`src/rtl/mem_wb_stage.sv`:
```
// ---------------------------------------------------------------------------
// mem_wb_stage
//   MEM stage plus MEM/WB pipeline register. Takes the EX/MEM register
//   outputs and drives a req/ack data-memory bus with byte/half/word access.
//   Load data is sign- or zero-extended. Misaligned accesses and bus
//   timeouts produce a one-cycle fault pulse. While an access is
//   outstanding, stall_mem freezes the upstream stages. The writeback
//   result, destination and Tnew are registered for WB and for forwarding.
//
// Parameters
//   TIMEOUT       cycles of unacknowledged request before abandoning (>=2)
//
// Ports
//   clk, reset                  clock, asynchronous active-low reset
//   regwriteM .. Tnew_M         EX/MEM register outputs
//   dm_req/we/addr/be/wdata     data-memory request (outputs)
//   dm_ack, dm_rdata            data-memory response (inputs)
//   stall_mem                   hold upstream pipeline registers
//   mem_fault                   one-cycle misalignment/timeout pulse
//   regwriteW, write_regW,
//   resultW, Tnew_W             MEM/WB register outputs
// ---------------------------------------------------------------------------
module mem_wb_stage #(
  parameter int TIMEOUT = 16
) (
  input  logic        clk,
  input  logic        reset,
  input  logic        regwriteM,
  input  logic        memtoregM,
  input  logic        memwriteM,
  input  logic [1:0]  mem_sizeM,
  input  logic        mem_unsignedM,
  input  logic [31:0] alu_outM,
  input  logic [31:0] write_dataM,
  input  logic [4:0]  write_regM,
  input  logic [1:0]  Tnew_M,
  output logic        dm_req,
  output logic        dm_we,
  output logic [31:0] dm_addr,
  output logic [3:0]  dm_be,
  output logic [31:0] dm_wdata,
  input  logic        dm_ack,
  input  logic [31:0] dm_rdata,
  output logic        stall_mem,
  output logic        mem_fault,
  output logic        regwriteW,
  output logic [4:0]  write_regW,
  output logic [31:0] resultW,
  output logic [1:0]  Tnew_W
);

  localparam logic [0:0] ST_IDLE = 1'b0;
  localparam logic [0:0] ST_WAIT = 1'b1;

  localparam int CW = $clog2(TIMEOUT) + 1;
  localparam logic [CW-1:0] CNT_LAST = CW'(TIMEOUT - 1);

  // FSM and timeout counter
  logic [0:0]    r_state;
  logic [CW-1:0] r_cnt;

  // Latched copy of the access, held while waiting for dm_ack
  logic [31:0] r_addr;
  logic [31:0] r_data;
  logic [1:0]  r_size;
  logic        r_unsigned;
  logic        r_memtoreg;
  logic        r_memwrite;
  logic        r_regwrite;
  logic [4:0]  r_dest;
  logic [1:0]  r_tnew;

  // MEM/WB register
  logic        r_regwriteW;
  logic [4:0]  r_write_regW;
  logic [31:0] r_resultW;
  logic [1:0]  r_Tnew_W;

  // Active access fields: latched copy while waiting, live inputs otherwise
  logic        w_wait;
  logic [31:0] w_addr;
  logic [31:0] w_data;
  logic [1:0]  w_size;
  logic        w_unsigned;
  logic        w_memtoreg;
  logic        w_memwrite;
  logic        w_regwrite;
  logic [4:0]  w_dest;
  logic [1:0]  w_tnew;

  assign w_wait     = (r_state == ST_WAIT);
  assign w_addr     = w_wait ? r_addr     : alu_outM;
  assign w_data     = w_wait ? r_data     : write_dataM;
  assign w_size     = w_wait ? r_size     : mem_sizeM;
  assign w_unsigned = w_wait ? r_unsigned : mem_unsignedM;
  assign w_memtoreg = w_wait ? r_memtoreg : memtoregM;
  assign w_memwrite = w_wait ? r_memwrite : memwriteM;
  assign w_regwrite = w_wait ? r_regwrite : regwriteM;
  assign w_dest     = w_wait ? r_dest     : write_regM;
  assign w_tnew     = w_wait ? r_tnew     : Tnew_M;

  logic w_memop_in;
  logic w_misaligned_in;
  logic w_timeout;
  logic w_req;
  logic w_complete;
  logic w_pass_alu;

  assign w_memop_in      = memtoregM | memwriteM;
  // Size 11 is treated as word, so size[1] alone marks a word access.
  assign w_misaligned_in = ((mem_sizeM == 2'b01) & alu_outM[0]) |
                           (mem_sizeM[1] & (alu_outM[1:0] != 2'b00));
  assign w_timeout       = w_wait & (r_cnt == CNT_LAST);

  // The request is gated by reset so that nothing leaks onto the bus from
  // the live inputs while reset is held.
  assign w_req      = reset & (w_wait ? ~w_timeout
                                      : (w_memop_in & ~w_misaligned_in));
  assign w_complete = w_req & dm_ack;
  assign w_pass_alu = ~w_wait & ~w_memop_in;

  assign stall_mem = w_req & ~dm_ack;
  assign mem_fault = reset & (w_timeout |
                              (~w_wait & w_memop_in & w_misaligned_in));

  // Store lane steering
  logic [3:0]  w_be;
  logic [31:0] w_wdata;

  always_comb begin
    w_be    = 4'b1111;
    w_wdata = w_data;
    if (w_memwrite) begin
      case (w_size)
        2'b00: begin
          w_be    = 4'b0001 << w_addr[1:0];
          w_wdata = {4{w_data[7:0]}};
        end
        2'b01: begin
          w_be    = w_addr[1] ? 4'b1100 : 4'b0011;
          w_wdata = {2{w_data[15:0]}};
        end
        default: begin
          w_be    = 4'b1111;
          w_wdata = w_data;
        end
      endcase
    end
  end

  assign dm_req   = w_req;
  assign dm_we    = w_req & w_memwrite;
  assign dm_addr  = w_req ? {w_addr[31:2], 2'b00} : 32'd0;
  assign dm_be    = w_req ? w_be : 4'd0;
  assign dm_wdata = w_req ? w_wdata : 32'd0;

  // Load lane selection and extension
  logic [7:0]  w_lane_b;
  logic [15:0] w_lane_h;
  logic [31:0] w_load_val;

  always_comb begin
    w_lane_b = dm_rdata[7:0];
    case (w_addr[1:0])
      2'b00:   w_lane_b = dm_rdata[7:0];
      2'b01:   w_lane_b = dm_rdata[15:8];
      2'b10:   w_lane_b = dm_rdata[23:16];
      default: w_lane_b = dm_rdata[31:24];
    endcase
  end

  assign w_lane_h = w_addr[1] ? dm_rdata[31:16] : dm_rdata[15:0];

  always_comb begin
    w_load_val = dm_rdata;
    case (w_size)
      2'b00:   w_load_val = w_unsigned ? {24'd0, w_lane_b}
                                       : {{24{w_lane_b[7]}}, w_lane_b};
      2'b01:   w_load_val = w_unsigned ? {16'd0, w_lane_h}
                                       : {{16{w_lane_h[15]}}, w_lane_h};
      default: w_load_val = dm_rdata;
    endcase
  end

  logic [1:0] w_tnew_dec;
  assign w_tnew_dec = (w_tnew != 2'd0) ? (w_tnew - 2'd1) : 2'd0;

  // Next-state logic
  logic [0:0]    w_state_next;
  logic [CW-1:0] w_cnt_next;
  logic          w_latch;

  always_comb begin
    w_state_next = r_state;
    w_cnt_next   = r_cnt;
    w_latch      = 1'b0;
    if (!w_wait) begin
      if (w_req && !dm_ack) begin
        w_state_next = ST_WAIT;
        // The issuing cycle already counts as one unacknowledged cycle.
        w_cnt_next   = CW'(1);
        w_latch      = 1'b1;
      end
    end else begin
      if (w_timeout || dm_ack) begin
        w_state_next = ST_IDLE;
        w_cnt_next   = '0;
      end else begin
        w_cnt_next   = r_cnt + CW'(1);
      end
    end
  end

  always_ff @(posedge clk or negedge reset) begin
    if (!reset) begin
      r_state    <= ST_IDLE;
      r_cnt      <= '0;
      r_addr     <= 32'd0;
      r_data     <= 32'd0;
      r_size     <= 2'd0;
      r_unsigned <= 1'b0;
      r_memtoreg <= 1'b0;
      r_memwrite <= 1'b0;
      r_regwrite <= 1'b0;
      r_dest     <= 5'd0;
      r_tnew     <= 2'd0;
    end else begin
      r_state <= w_state_next;
      r_cnt   <= w_cnt_next;
      if (w_latch) begin
        r_addr     <= alu_outM;
        r_data     <= write_dataM;
        r_size     <= mem_sizeM;
        r_unsigned <= mem_unsignedM;
        r_memtoreg <= memtoregM;
        r_memwrite <= memwriteM;
        r_regwrite <= regwriteM;
        r_dest     <= write_regM;
        r_tnew     <= Tnew_M;
      end
    end
  end

  // MEM/WB register: completion or pass-through loads a result, every
  // other case (fault, stall) inserts a bubble.
  always_ff @(posedge clk or negedge reset) begin
    if (!reset) begin
      r_regwriteW  <= 1'b0;
      r_write_regW <= 5'd0;
      r_resultW    <= 32'd0;
      r_Tnew_W     <= 2'd0;
    end else if (w_complete || w_pass_alu) begin
      r_regwriteW  <= w_regwrite;
      r_write_regW <= w_dest;
      r_resultW    <= w_memtoreg ? w_load_val : w_addr;
      r_Tnew_W     <= w_tnew_dec;
    end else begin
      r_regwriteW  <= 1'b0;
      r_write_regW <= 5'd0;
      r_resultW    <= 32'd0;
      r_Tnew_W     <= 2'd0;
    end
  end

  assign regwriteW  = r_regwriteW;
  assign write_regW = r_write_regW;
  assign resultW    = r_resultW;
  assign Tnew_W     = r_Tnew_W;

endmodule

```
`config.mk`:
```
export PLATFORM = sky130hd
export DESIGN_NAME = mem_wb_stage
export DESIGN_NICKNAME = d
export VERILOG_FILES = /design/src/rtl/mem_wb_stage.sv
export SDC_FILE = /design/constraint.sdc
export NUM_CORES = 1
export LEC_CHECK = 0
export BUFFER_PORTS_ARGS = -buffer_cell sky130_fd_sc_hd__buf_2
export CAP_MARGIN = 5
export CORE_MARGIN = 4
export CORE_UTILIZATION = 45
export CTS_CLUSTER_DIAMETER = 100
export DETAILED_ROUTE_END_ITERATION = 12
export MAX_ROUTING_LAYER = met4
export PLACE_DENSITY_LB_ADDON = 0.05
export SYNTH_ARGS = -nofsm -noshare
export SYNTH_HDL_FRONTEND = slang
export SYNTH_SLANG_ARGS = --single-unit
```
`constraint.sdc`:
```
create_clock -name clk -period 2.6 [get_ports clk]
set_clock_uncertainty 0.15 [all_clocks]
set_input_delay 0.39 -clock clk [delete_from_list [all_inputs] [get_ports clk]]
set_output_delay 0.39 -clock clk [all_outputs]
set_load 0.01 [all_outputs]
```
After elaboration in Yosys (flattened, before gate mapping)
Index checks and enable logic that the tools add are counted.
{ "totals": {"ff_bits": 123, "input_bits": 112, "word_cells": 88} }
{ "classes": {"n_addsub": 2, "n_eq_ne": 5, "shifts": 1, "mux": 36, "n_bitwise": 20, "n_reduce_logical": 9} }
{ "ops": {"columns": ["cell", "count"], "rows": [
  ["$mux 32", 9],
  ["$pmux 32 s2", 2],
  ["$mux 5", 5],
  ["$pmux 8 s3", 1],
  ["$mux 16", 1],
  ["$and 1x1->1", 12],
  ["$mux 4", 3],
  ["$mux 1", 10],
  ["$mux 2", 4],
  ["$pmux 4 s2", 1],
  ["$eq 2x1->1 const B", 3],
  ["$reduce_bool 2->1", 3],
  ["$add 5x1->5 const B", 1],
  ["$eq 5x4->1 const B", 1],
  ["$not 1->1", 5],
  ["$logic_not 2->1", 2],
  ["$shl 1x2->4 const A", 1],
  ["$or 1x1->1", 3],
  ["$eq 2x2->1 const B", 1],
  ["$logic_or 1x1->1", 2],
  ["$sub 2x1->2 const B", 1],
  ["$logic_and 1x1->1", 1],
  ["$logic_not 1->1", 1]
]} }

Longest topological paths before layout
{ "logic_depth": {"depth_word": 10, "ltp_mapped": 9} }

Worst setup path before layout
No wires, ideal clock.
{ "synth_timing": {"path_type": "register to output", "from": "register r_cnt[0]", "to": "output port dm_wdata[16]", "t_arrival_ns": 1.959, "t_required_ns": 2.060, "setup_slack_ns": 0.101, "stages_incl_launch_ff": 9, "cell_sequence": "dfrtp_1 ha_1 and3_1 ha_1 nor2b_1 o21ai_0 clkbuf_1 buf_1 a21oi_1"} }
{ "synth_via": {"elab_chain_cells": 6} }
{ "synth_lines": {"columns": ["element", "line_no", "source"], "rows": [
  ["start: declaration", "60", "logic [CW-1:0] r_cnt;"],
  ["start signal: assignment", "229", "r_cnt <= w_cnt_next;"],
  ["$eq 5x4->1", "113", "assign w_timeout = w_wait & (r_cnt == CNT_LAST);"],
  ["$and 1x1->1", "113", null],
  ["$not 1->1", "117", "assign w_req = reset & (w_wait ? ~w_timeout"],
  ["$mux 1", "117", null],
  ["$and 1x1->1", "117", null],
  ["$mux 32", "155", "assign dm_wdata = w_req ? w_wdata : 32'd0;"],
  ["end: declaration", "41", "output logic [31:0] dm_wdata,"]
]} }
No other way between the ends.

Worst setup path in the final report
{ "layout_timing": {"from": "register r_cnt[1]", "to": "output port dm_wdata[29]"} }
The elaborated chain is that of the path after synthesis.

==> reports/results.ini <==
[outcome]
status=complete, but fails checks
violations=negative setup slack

[sta]
fin_crit_ps=2780
finalHoldViolations=0
grt_setup_unrepaired=true
max_freq_mhz=360
holdWs_ps=65.5
slew_violations=0
fin_tns_setup_ps=-6540
worst_slack_ps=-181
worstMarginPinSlew_ps=545
setup_viol=66
timing.final.crit_share=1.07
relSlewSlack=0.637

[synth]
synth_mux_area_frac=0.237
synth.distinct_cells=48
ys_seq_area_frac=0.448
synth-async-reset-ratio=1.00
synth_top_family_by_area=multiplexers
synthAdderAreaFrac=0.00364
synthXorXnorAreaFrac=0.00128
synth.area.top_cells=dfrtp_1, mux2_2, mux2i_1
synth_top_area_cell=dfrtp_1
synth_area_per_cell_sq_um=11.0
synth_edf_count=0
synth_area_sq_um=6870
synth-compound-area-share=0.172
yosys.area_share.simple=0.0962
ys_top_cells_by_count=dfrtp_1, mux2_2, nor2_1
yosysMostFrequentCell=dfrtp_1
synthesis.instances=622
synth_top_area_share=0.448
ys_ff_latch=123
synthFlopType=dfrtp_1
ys_warn_count=0

[worst_setup_path]
crit_buf_inv=3
path_delay_family=buffers and inverters
end_kind=output pin
start_kind=flop
critPathSlowestCell=dfrtp_1
critPathMaxFanout=6
cp.required_ps=2060
cp.arrival_ps=2240
path_cells=ha_2 > and3_4 > ha_4 > nor2b_4 > o21ai_4 > buf_6 > buf_12 > a211oi_2 > buf_2
slowest_delay_ps=390
critical_path_class=flop to output pin

[pwr]
pwr-share-clk=0.356
power_density_nw_per_um2=724
p_switching_w=0.00210
p_seq_frac=0.365
p_sw_frac=0.297
p_leak_nw=4.47
p_int_w=0.00497
combPwrFrac=0.279
ir_drop_uv=458

[place]
hpwl_um=15100
dp_slack_ps=52.4
io_buffers=221
gp_congestion=0.908

[drt]
first_pass_iters=5
post_drt_wl_per_cell_um=20.4
first_iter_violations=268
drc=0
ant_nets=0
via_per_inst=5.69
num_vias=6089
wirelength_um=21800

[cts]
insertion_delay_ps=420
clk_pin_slew_worst_paths_ps=60
cts_sinks=123
ctsRootBufferMaster=clkbuf_16
clk_path_buf_depth=2
h-tree-depth=4
numCtsBuffers=17
cts_tree=done

[grt]
grt_pass1_vias=6315
grt_overflow=0
track_usage=0.255
grt_antenna_before_repair=1
grt_pass1_wl_um=34700
grt_max_degree=52

[floorplan]
coreArea_sq_um=14800
num_io_pins=224
start_util=0.465
die_y_um=132
die-area_sq_um=17300
rows=44
fp.dieW_um=132

[cells_and_area]
fill_cells=1132
synthToLayoutAreaGrowth_pct=42.2
layout.nets=986
drive_above_1_share=0.548

[flow_run]
cap_violations=0

[worst_hold_path]
min_path_type=input port to flop

## layer usage
layer / vias up / wire [um] / global-route usage
li1: 2822 / - / -
met4: 0 / 346 / 0.0770
met3: 25 / 1190 / 0.0604
met5: - / 0 / -
met2: 227 / 10700 / 0.398
met1: 3015 / 9550 / 0.333
## registers in the layout (all words and copies together), names as in the netlist
signal,flops
r_size,2
r_memwrite,1
r_unsigned,1
r_dest,5
resultW,32
r_addr,32
r_regwrite,1
write_regW,5
r_memtoreg,1
r_state,1
r_data,32
r_tnew,2
r_cnt,5
Tnew_W,2
regwriteW,1
## layout make-up
class	count	area, sq um	share of cell area
Antenna cell	1	2.50	0.000256
Clock buffer	21	460	0.0472
Clock inverter	11	168	0.0172
Inverter	4	15.0	0.00154
Multi-Input combinational cell	447	3890	0.398
Sequential cell	123	3080	0.316
Tap cell	184	230	0.0236
Timing Repair Buffer	279	1920	0.196
## through the flow
step           std cells  power, W   util  area [sq um]
2_1_floorplan        623   0.00363      -          6870
3_3_place_gp        1015   0.00423  0.568          8380
3_5_place_dp        1015   0.00429  0.568          8380
4_1_cts             1068   0.00704  0.649          9570
5_1_grt             1070   0.00742  0.662          9760
6_report            1070   0.00707  0.662          9760
## logic make-up (layout without fill, tap and decap cells)
logic type / Yosys count / after routing
adder cells (fa/ha/maj): 2 / 2
buffers and inverters: 54 / 315
flip-flops: 123 / 123
multiplexers: 148 / 148
AND/OR/NAND/NOR: 143 / 143
XOR/XNOR: 1 / 1
other: 1 / 3
AO/OA/AOI/OAI: 150 / 151
## cells in the final DEF (no fill, tap or decap), drive strengths merged, types with 9 or more instances in the layout
| cell | instances |
|---|---|
| dfrtp | 123 |
| o21ai | 12 |
| clkbuf | 21 |
| mux2 | 86 |
| nand2 | 24 |
| buf | 276 |
| a211oi | 36 |
| nor2 | 76 |
| mux2i | 61 |
| a21oi | 32 |
| o32ai | 17 |
| nor2b | 12 |
| a221o | 9 |
## power groups by stage
stage                     registers (W)  clock network (W)  logic, W
final                           0.00258            0.00252   0.00197
after CTS                       0.00257            0.00257   0.00190
after global placement          0.00257                  0   0.00166
after floorplan                 0.00257                  0   0.00106
after detailed placement        0.00260                  0   0.00169
after global routing            0.00263            0.00265   0.00213
## final timing paths
| path | startpoint | end | slack (ps) | depth (start not counted) |
|---|---|---|---|---|
| max in group asynchronous | reset | resultW[12]$_DFF_PN0_ | 1340 | 3 |
| min in group asynchronous | reset | r_addr[1]$_DFFE_PN0P_ | 520 | 3 |
| max | r_cnt[1]$_DFFE_PN0P_ | dm_wdata[29] | -180 | 9 |
| min | write_dataM[27] | r_data[27]$_DFFE_PN0P_ | 70 | 2 |
| min reg2reg | r_cnt[4]$_DFFE_PN0P_ | r_cnt[4]$_DFFE_PN0P_ | 350 | 2 |
| max reg2reg | r_cnt[1]$_DFFE_PN0P_ | resultW[20]$_DFF_PN0_ | 130 | 11 |
## repair_timing
item,in CTS,in global routing
buffers inserted,15,2
hold buffers,1,0
pin swaps,7,11
hold endpoints to repair,74,0
cloned,6,0
setup endpoints to repair,69,87
resized for setup,71,44
Note: power is estimated with default switching activity, not from simulation.
